**src/rtl/axil_pkg.sv**
```systemverilog
`default_nettype none
// ============================================================================
//  Package     : axil_pkg
//  Description : AXI4-lite response codes and the WB-to-AXI-lite bridge state
//                type.  Shared between the write-half and read-half bridges.
//  Revision    : 1.0  initial release
// ============================================================================
package axil_pkg;

  localparam logic [1:0] AXI_RESP_OKAY   = 2'b00;
  localparam logic [1:0] AXI_RESP_EXOKAY = 2'b01;
  localparam logic [1:0] AXI_RESP_SLVERR = 2'b10;
  localparam logic [1:0] AXI_RESP_DECERR = 2'b11;

  typedef enum logic [1:0] {
    IDLE   = 2'd0,
    ACTIVE = 2'd1,
    FLUSH  = 2'd2
  } wb2axil_state_t;

endpackage
`default_nettype wire

```
**src/rtl/wbwr2axil_master_if.sv**
```systemverilog
`default_nettype none
// ============================================================================
//  Interface   : wbwr2axil_master_if
//  Description : Bundles the Wishbone slave write port and the AXI4-lite
//                AW/W/B master channels of the write bridge.
//                  master : bridge view (drives WB stall/ack/err, AXI AW/W, bready)
//                  slave  : environment view (WB master plus AXI-lite slave)
//  Revision    : 1.0  initial release
// ============================================================================
interface wbwr2axil_master_if #(
  parameter int C_AXI_DATA_WIDTH = 32,
  parameter int C_AXI_ADDR_WIDTH = 28
) ();

  localparam int DW       = C_AXI_DATA_WIDTH;
  localparam int AXI_LSBS = $clog2(DW/8);
  localparam int AW       = C_AXI_ADDR_WIDTH - AXI_LSBS;

  // Wishbone side
  logic                        i_wb_cyc;
  logic                        i_wb_stb;
  logic                        i_wb_we;
  logic [AW-1:0]               i_wb_addr;
  logic [DW-1:0]               i_wb_data;
  logic [DW/8-1:0]             i_wb_sel;
  logic                        o_wb_stall;
  logic                        o_wb_ack;
  logic                        o_wb_err;

  // AXI4-lite write channels
  logic                        o_axi_awvalid;
  logic                        i_axi_awready;
  logic [C_AXI_ADDR_WIDTH-1:0] o_axi_awaddr;
  logic [2:0]                  o_axi_awprot;
  logic                        o_axi_wvalid;
  logic                        i_axi_wready;
  logic [DW-1:0]               o_axi_wdata;
  logic [DW/8-1:0]             o_axi_wstrb;
  logic                        i_axi_bvalid;
  logic                        o_axi_bready;
  logic [1:0]                  i_axi_bresp;

  modport master (
    input  i_wb_cyc, i_wb_stb, i_wb_we, i_wb_addr, i_wb_data, i_wb_sel,
    output o_wb_stall, o_wb_ack, o_wb_err,
    output o_axi_awvalid, o_axi_awaddr, o_axi_awprot,
    input  i_axi_awready,
    output o_axi_wvalid, o_axi_wdata, o_axi_wstrb,
    input  i_axi_wready,
    input  i_axi_bvalid, i_axi_bresp,
    output o_axi_bready
  );

  modport slave (
    output i_wb_cyc, i_wb_stb, i_wb_we, i_wb_addr, i_wb_data, i_wb_sel,
    input  o_wb_stall, o_wb_ack, o_wb_err,
    input  o_axi_awvalid, o_axi_awaddr, o_axi_awprot,
    output i_axi_awready,
    input  o_axi_wvalid, o_axi_wdata, o_axi_wstrb,
    output i_axi_wready,
    output i_axi_bvalid, i_axi_bresp,
    input  o_axi_bready
  );

endinterface
`default_nettype wire

```
**src/rtl/wbwr2axil_master.sv**
```systemverilog
`default_nettype none
// ============================================================================
//  Module      : wbwr2axil_master
//  Description : Pipelined Wishbone (B4) slave write port to AXI4-lite master
//                write channels (AW/W/B).  Up to 2**LGFIFO writes may await
//                their B response.  Read strobes are never forwarded; they
//                are answered with a bus error once the bridge is idle.
//  Ports       : i_clk    clock
//                w_reset  synchronous, active-high reset
//                bus      wbwr2axil_master_if.master (WB slave + AXI-lite master)
//  Revision    : 1.0  initial release
// ============================================================================
module wbwr2axil_master
  import axil_pkg::*;
#(
  parameter int         C_AXI_DATA_WIDTH = 32,
  parameter int         C_AXI_ADDR_WIDTH = 28,
  parameter int         LGFIFO           = 3,
  parameter logic [2:0] OPT_PROT         = 3'b000
) (
  input  wire logic          i_clk,
  input  wire logic          w_reset,
  wbwr2axil_master_if.master bus
);

  localparam int DW       = C_AXI_DATA_WIDTH;
  localparam int AXI_LSBS = $clog2(DW/8);
  localparam logic [LGFIFO:0] C_FULL_COUNT = {1'b1, {LGFIFO{1'b0}}};

  wb2axil_state_t r_state, w_state_nxt;

  logic                        r_awvalid, r_wvalid;
  logic                        r_ack, r_err;
  logic                        w_ack_nxt, w_err_nxt;
  logic [C_AXI_ADDR_WIDTH-1:0] r_awaddr;
  logic [DW-1:0]               r_wdata;
  logic [DW/8-1:0]             r_wstrb;
  logic [LGFIFO:0]             r_count;

  logic w_full, w_pending, w_stall;
  logic w_wr_accept, w_rd_accept, w_b_take;

  assign w_full    = (r_count == C_FULL_COUNT);
  assign w_pending = r_awvalid || r_wvalid;

  // Writes keep streaming while ACTIVE; only FLUSH blocks them.  A read has
  // to wait until every write has drained so its error cannot overtake an ack.
  assign w_stall = (r_awvalid && !bus.i_axi_awready)
                || (r_wvalid  && !bus.i_axi_wready)
                || w_full
                || (r_state == FLUSH)
                || (bus.i_wb_stb && !bus.i_wb_we && (r_state != IDLE));

  assign w_wr_accept = bus.i_wb_cyc && bus.i_wb_stb &&  bus.i_wb_we && !w_stall;
  assign w_rd_accept = bus.i_wb_cyc && bus.i_wb_stb && !bus.i_wb_we && !w_stall;

  // A B beat with nothing outstanding is a slave protocol violation: ignore it.
  assign w_b_take = bus.i_axi_bvalid && (r_count != '0);

  always_comb begin
    w_state_nxt = r_state;
    w_ack_nxt   = 1'b0;
    w_err_nxt   = w_rd_accept;
    case (r_state)
      IDLE: begin
        if (w_wr_accept) w_state_nxt = ACTIVE;
      end
      ACTIVE: begin
        if (!bus.i_wb_cyc) begin
          w_state_nxt = FLUSH;
        end else if (w_b_take) begin
          case (bus.i_axi_bresp)
            AXI_RESP_OKAY, AXI_RESP_EXOKAY: w_ack_nxt = 1'b1;
            AXI_RESP_SLVERR, AXI_RESP_DECERR: begin
              w_err_nxt   = 1'b1;
              w_state_nxt = FLUSH;
            end
          endcase
        end else if ((r_count == '0) && !w_pending && !w_wr_accept) begin
          w_state_nxt = IDLE;
        end
      end
      FLUSH: begin
        if ((r_count == '0) && !w_pending) w_state_nxt = IDLE;
      end
      default: w_state_nxt = IDLE;
    endcase
  end

  always_ff @(posedge i_clk) begin
    if (w_reset) begin
      r_state   <= IDLE;
      r_awvalid <= 1'b0;
      r_wvalid  <= 1'b0;
      r_ack     <= 1'b0;
      r_err     <= 1'b0;
      r_count   <= '0;
    end else begin
      r_state <= w_state_nxt;
      r_ack   <= w_ack_nxt;
      r_err   <= w_err_nxt;

      if (w_wr_accept)            r_awvalid <= 1'b1;
      else if (bus.i_axi_awready) r_awvalid <= 1'b0;

      if (w_wr_accept)           r_wvalid <= 1'b1;
      else if (bus.i_axi_wready) r_wvalid <= 1'b0;

      case ({w_wr_accept, w_b_take})
        2'b10:   r_count <= r_count + 1'b1;
        2'b01:   r_count <= r_count - 1'b1;
        default: r_count <= r_count;
      endcase
    end
  end

  // Payload only loads on accept, which the stall term blocks while either
  // channel is still waiting, so AW/W stay stable while valid.
  always_ff @(posedge i_clk) begin
    if (w_wr_accept) begin
      r_awaddr <= {bus.i_wb_addr, {AXI_LSBS{1'b0}}};
      r_wdata  <= bus.i_wb_data;
      r_wstrb  <= bus.i_wb_sel;
    end
  end

  assign bus.o_wb_stall    = w_stall;
  assign bus.o_wb_ack      = r_ack;
  assign bus.o_wb_err      = r_err;
  assign bus.o_axi_awvalid = r_awvalid;
  assign bus.o_axi_awaddr  = r_awaddr;
  assign bus.o_axi_awprot  = OPT_PROT;
  assign bus.o_axi_wvalid  = r_wvalid;
  assign bus.o_axi_wdata   = r_wdata;
  assign bus.o_axi_wstrb   = r_wstrb;
  assign bus.o_axi_bready  = 1'b1;

endmodule
`default_nettype wire
```
**src/flat_wrapper.sv**
```systemverilog
// flat-port wrapper written by rule: the top's interface ports become plain ports
module wbwr2axil_master_flat import axil_pkg::*;
#(
  parameter int         C_AXI_DATA_WIDTH = 32,
  parameter int         C_AXI_ADDR_WIDTH = 28,
  parameter int         LGFIFO           = 3,
  parameter logic [2:0] OPT_PROT         = 3'b000
)
  (i_clk, w_reset, bus_i_wb_cyc, bus_i_wb_stb, bus_i_wb_we, bus_i_wb_addr, bus_i_wb_data, bus_i_wb_sel, bus_o_wb_stall, bus_o_wb_ack, bus_o_wb_err, bus_o_axi_awvalid, bus_o_axi_awaddr, bus_o_axi_awprot, bus_i_axi_awready, bus_o_axi_wvalid, bus_o_axi_wdata, bus_o_axi_wstrb, bus_i_axi_wready, bus_i_axi_bvalid, bus_i_axi_bresp, bus_o_axi_bready);
  wbwr2axil_master_if #(.C_AXI_DATA_WIDTH(C_AXI_DATA_WIDTH), .C_AXI_ADDR_WIDTH(C_AXI_ADDR_WIDTH)) bus_i ();
  input  wire logic i_clk;
  input  wire logic w_reset;
  input wire logic [$bits(bus_i.i_wb_cyc)-1:0] bus_i_wb_cyc;
  input wire logic [$bits(bus_i.i_wb_stb)-1:0] bus_i_wb_stb;
  input wire logic [$bits(bus_i.i_wb_we)-1:0] bus_i_wb_we;
  input wire logic [$bits(bus_i.i_wb_addr)-1:0] bus_i_wb_addr;
  input wire logic [$bits(bus_i.i_wb_data)-1:0] bus_i_wb_data;
  input wire logic [$bits(bus_i.i_wb_sel)-1:0] bus_i_wb_sel;
  output wire logic [$bits(bus_i.o_wb_stall)-1:0] bus_o_wb_stall;
  output wire logic [$bits(bus_i.o_wb_ack)-1:0] bus_o_wb_ack;
  output wire logic [$bits(bus_i.o_wb_err)-1:0] bus_o_wb_err;
  output wire logic [$bits(bus_i.o_axi_awvalid)-1:0] bus_o_axi_awvalid;
  output wire logic [$bits(bus_i.o_axi_awaddr)-1:0] bus_o_axi_awaddr;
  output wire logic [$bits(bus_i.o_axi_awprot)-1:0] bus_o_axi_awprot;
  input wire logic [$bits(bus_i.i_axi_awready)-1:0] bus_i_axi_awready;
  output wire logic [$bits(bus_i.o_axi_wvalid)-1:0] bus_o_axi_wvalid;
  output wire logic [$bits(bus_i.o_axi_wdata)-1:0] bus_o_axi_wdata;
  output wire logic [$bits(bus_i.o_axi_wstrb)-1:0] bus_o_axi_wstrb;
  input wire logic [$bits(bus_i.i_axi_wready)-1:0] bus_i_axi_wready;
  input wire logic [$bits(bus_i.i_axi_bvalid)-1:0] bus_i_axi_bvalid;
  input wire logic [$bits(bus_i.i_axi_bresp)-1:0] bus_i_axi_bresp;
  output wire logic [$bits(bus_i.o_axi_bready)-1:0] bus_o_axi_bready;
  assign bus_i.i_wb_cyc = bus_i_wb_cyc;
  assign bus_i.i_wb_stb = bus_i_wb_stb;
  assign bus_i.i_wb_we = bus_i_wb_we;
  assign bus_i.i_wb_addr = bus_i_wb_addr;
  assign bus_i.i_wb_data = bus_i_wb_data;
  assign bus_i.i_wb_sel = bus_i_wb_sel;
  assign bus_o_wb_stall = bus_i.o_wb_stall;
  assign bus_o_wb_ack = bus_i.o_wb_ack;
  assign bus_o_wb_err = bus_i.o_wb_err;
  assign bus_o_axi_awvalid = bus_i.o_axi_awvalid;
  assign bus_o_axi_awaddr = bus_i.o_axi_awaddr;
  assign bus_o_axi_awprot = bus_i.o_axi_awprot;
  assign bus_i.i_axi_awready = bus_i_axi_awready;
  assign bus_o_axi_wvalid = bus_i.o_axi_wvalid;
  assign bus_o_axi_wdata = bus_i.o_axi_wdata;
  assign bus_o_axi_wstrb = bus_i.o_axi_wstrb;
  assign bus_i.i_axi_wready = bus_i_axi_wready;
  assign bus_i.i_axi_bvalid = bus_i_axi_bvalid;
  assign bus_i.i_axi_bresp = bus_i_axi_bresp;
  assign bus_o_axi_bready = bus_i.o_axi_bready;
  wbwr2axil_master #(.C_AXI_DATA_WIDTH(C_AXI_DATA_WIDTH), .C_AXI_ADDR_WIDTH(C_AXI_ADDR_WIDTH), .LGFIFO(LGFIFO), .OPT_PROT(OPT_PROT)) u_core (.i_clk(i_clk), .w_reset(w_reset), .bus(bus_i));
endmodule
```
**config.mk**
```make
export PLATFORM = sky130hd
export DESIGN_NAME = wbwr2axil_master_flat
export DESIGN_NICKNAME = d
export VERILOG_FILES = /design/src/rtl/axil_pkg.sv /design/src/rtl/wbwr2axil_master_if.sv /design/src/rtl/wbwr2axil_master.sv /design/src/flat_wrapper.sv
export SDC_FILE = /design/constraint.sdc
export NUM_CORES = 1
export LEC_CHECK = 0
export BUFFER_PORTS_ARGS = -buffer_cell sky130_fd_sc_hd__buf_2
export CAP_MARGIN = 20
export CORE_UTILIZATION = 25
export DETAILED_ROUTE_END_ITERATION = 7
export SYNTH_ARGS = -nofsm -noshare
export SYNTH_HDL_FRONTEND = slang
export SYNTH_SLANG_ARGS = --single-unit
```
**constraint.sdc**
```tcl
create_clock -name i_clk -period 5.8 [get_ports i_clk]
set_input_delay 0 -clock i_clk [delete_from_list [all_inputs] [get_ports i_clk]]
set_output_delay 0 -clock i_clk [all_outputs]
set_load 0.02 [all_outputs]
```
==> impl_metrics.csv <==
group,metric,value,unit
pwr,p_comb_share,16.9,%
timing,fmax,377,MHz
timing,whs,0.0253,ns
die,initial_core_util,25.7,%
finish,drive_above_1_share,44.5,%
clock_tree,cts.path.max_buffers,2,
min_path,min_to,"u_core.bus.o_wb_err$_SDFF_PP0_",
drt,top_layer_used,"met4",
timing,maxSlewViolCount,0,
drt,wl_met1,2.38,mm
pwr,seqPwrFrac,50.5,%
setup_path,cpMaxStageDelayCell,"dfxtp_1",
clock_tree,clkSlewWorstSetupHoldPaths,0.08,ns
finish,nFillCells,880,
finish,nNetsFinal,427,
die,die_w,102,um
setup_path,end_kind,"flip-flop",
drt,drt-initial-drc-count,42,
timing,fin_skew,0.00996,ns
die,core_area,0.00977,mm2
yosys,yosysTopAreaCell,"edfxtp_1",
outcome,status,"completed",
setup_path,slowest_delay,0.47,ns
setup_path,rr_startpoint,"u_core.r_count[1]$_SDFFE_PP0P_",
setup_path,cp-startpoint,"u_core.r_count[1]$_SDFFE_PP0P_",
setup_path,r2r-end,"u_core.r_count[2]$_SDFFE_PP0P_",
setup_path,crit_chain,"nor4b_1 -> and4bb_2 -> nand4_1 -> ha_1 -> xor2_1 -> ha_1 -> a21oi_1 -> xor2_1 -> or3_1 -> a21oi_1",
die,fp.dieH,102,um
yosys,synth_top_area_share,74.1,%
drt,via_count,1919,
yosys,syn_avg_cell_area,18.1,um2
yosys,synth_cells,139,
placement,dpl.hpwl,3.65,mm
finish,layout.cells.non_filler,490,
die,num_rows,36,
drt,drt_first_pass_iters,4,
yosys,synth_area_leaders,"edfxtp_1, dfxtp_1, buf_4",
setup_path,cp-start-kind,"flip-flop",
min_path,whs_path_depth,3,
drt,ant_nets,0,
global_routing,grt_pass1_wl,8.58,mm
yosys,yosysSeqAreaShare,82.1,%
yosys,synth-main-ff-cell,"edfxtp_1",
die,die_area,0.0105,mm2
yosys,synth_edf_count,62,
global_routing,grt_usage,11.0,%
clock_tree,worstSkewPairLatency,0.33,ns
yosys,syn-cell-area,0.00251,mm2
pwr,power_density,285,mW/mm2
pwr,swShare,25.5,%
timing,setup_viol,0,
placement,placed_area,0.00332,mm2
job,drv_cap,0,
drt,drt-total-wl,5.94,mm
setup_path,crit_required,6.07,ns
placement,dpl.cell_count,405,
finish,diodes,0,
timing,tightest_slew,0.778,ns
finish,syn2layout_area_growth,67.6,%
global_routing,grt_pass1_vias,1850,
pwr,peakVddDrop,0.000123,V
yosys,synthDistinctLibCells,32,
setup_path,crit_family,"simple AND/OR/NAND/NOR gates",
setup_path,rr_worst_depth,10,
min_path,min_from,"bus_i_wb_stb",
yosys,yosysWarnings,0,
clock_tree,cts_tree,"done",
pwr,p_leak,1.76,nW
drt,wl_met3,447,um
min_path,hp-class,"input pin to flip-flop",
pwr,clockPowerShare,32.6,%
pwr,internal-power,0.895,mW
clock_tree,cts_buffers,9,
global_routing,grt_overflow_total,0,
global_routing,grt_start_max_net_pins,63,
setup_path,critPathMaxFanout,8,
timing,maxSlewHeadroom,48.2,%
setup_path,arrival,2.92,ns
timing,finalHoldViolations,0,
timing,period_minus_slack,2.65,ns
die,top_level_ports,145,
drt,avgRoutedWirePerCell,12.1,um
timing,finalCritPeriodShare,45.7,%
yosys,async_flop_share,0,%
global_routing,antenna_found_initial,0,
placement,place.gp.congestion,0.820,
pwr,switchingPower,0.306,mW
yosys,ys_seq_elements,72,
clock_tree,cts_sinks,72,
placement,portBuffers,137,
timing,rsz0062_at_grt,"no",
drt,drc,0,
timing,tns,0,ns
clock_tree,htree_num_levels,3,
finish,final_area,0.00421,mm2
finish,fin_util,43.1,%
setup_path,r2r_slack,3.15,ns
setup_path,critPathKind,"flip-flop to flip-flop",
setup_path,cp_num_buf_inv,0,
clock_tree,cts_root_buffer,"clkbuf_8",
drt,viasPerCell,3.92,
drt,wl_met2,3.06,mm
## kinds of logic after synthesis
group	after synthesis	synth area share, %
flops	72	82.1
simple gates	28	7.02
compound gates	15	4.23
buf+inv	15	3.44
fa+ha+maj	3	1.49
xor+xnor	3	1.05
other cells	2	0.299
mux	1	0.398
## metal layers
metal	track usage, %	vias to the layer above
met1	11.3	884
li1	-	934
met2	20.2	94
met4	3.63	0
met3	4.31	7
met5	0	-
## area by class of cell
type,instances,area (um2),area share (%)
multi-input combinational,56,379,9.00
clock buffer,10,128,3.03
inverter,6,22.5,0.535
tap,133,166,3.95
clock inverter,6,68.8,1.63
sequential,72,2060,49.0
timing repair buffer,207,1380,32.9
## registers in the layout, indices dropped and copies added, names as in the netlist
name	count
u_core.bus.o_axi_awvalid	1
u_core.bus.o_axi_wdata	32
u_core.r_count	4
u_core.r_state	2
u_core.bus.o_axi_wvalid	1
u_core.bus.o_axi_awaddr	26
u_core.bus.o_wb_ack	1
u_core.bus.o_wb_err	1
u_core.bus.o_axi_wstrb	4
## how the worst max path moves through the flow
stage / slack, ns / endpoint / cells past startpoint
final: 3.15 / u_core.r_count[2]$_SDFFE_PP0P_ / 10
after global placement: 3.22 / u_core.r_count[2]$_SDFFE_PP0P_ / 10
after global routing: 2.91 / u_core.r_count[2]$_SDFFE_PP0P_ / 10
after CTS: 3.13 / u_core.r_count[2]$_SDFFE_PP0P_ / 10
after detailed placement: 3.14 / u_core.r_count[2]$_SDFFE_PP0P_ / 10
after floorplan: 3.14 / u_core.bus.o_axi_awaddr[10]$_DFFE_PP_ / 5
## cells in the final DEF, fill, tap and decap left out, types with 2 or more instances in the layout
| master | synthesis | final |
|---|---|---|
| clkinv_4 | 0 | 2 |
| nor2b_1 | 2 | 2 |
| buf_2 | 0 | 137 |
| nand3_1 | 2 | 2 |
| ha_1 | 3 | 3 |
| a21oi_1 | 5 | 5 |
| inv_1 | 5 | 4 |
| nor2_1 | 5 | 5 |
| inv_2 | 1 | 2 |
| nand4_1 | 3 | 3 |
| dlygate4sd3_1 | 0 | 69 |
| o32ai_1 | 2 | 2 |
| o21ai_0 | 4 | 4 |
| conb_1 | 2 | 6 |
| dfxtp_1 | 10 | 10 |
| edfxtp_1 | 62 | 62 |
| nand2b_1 | 4 | 4 |
| clkbuf_8 | 0 | 9 |
| nand2_1 | 3 | 3 |
| xor2_1 | 3 | 3 |
| nor4b_1 | 2 | 2 |
## tightest hold or removal path: stages
cell	delay (ns)
buf_2	0.12
nand4_1	0.10
o32ai_1	0.09
## power groups by stage
stage,sequential (mW),clock (mW),combinational [mW]
floorplan,0.637,0,0.0961
global placement,0.617,0,0.165
detailed placement,0.618,0,0.166
CTS,0.606,0.412,0.204
global route,0.610,0.432,0.224
finish,0.606,0.391,0.203
## what timing repair did
action                                  CTS  global route
resized for setup                         0             0
setup buffers                             0             0
hold buffers                             69             0
endpoints found under the setup margin    0             0
hold endpoints to repair                 70             0
## synth_stat cells, types with 3 or more instances
library cell / instances
xor2_1: 3
inv_1: 5
ha_1: 3
a21oi_1: 5
nand4_1: 3
o21ai_0: 4
dfxtp_1: 10
nand2b_1: 4
nand2_1: 3
buf_4: 6
edfxtp_1: 62
nor2_1: 5
## per-stage QoR
step / power [mW] / worst slack, ns
after CTS: 1.22 / 3.13
after global placement: 0.782 / 3.22
after detailed placement: 0.784 / 3.14
after global routing: 1.27 / 2.91
after floorplan: 0.733 / 3.14
final: 1.20 / 3.15
Note: power is estimated with default switching activity, not from simulation.
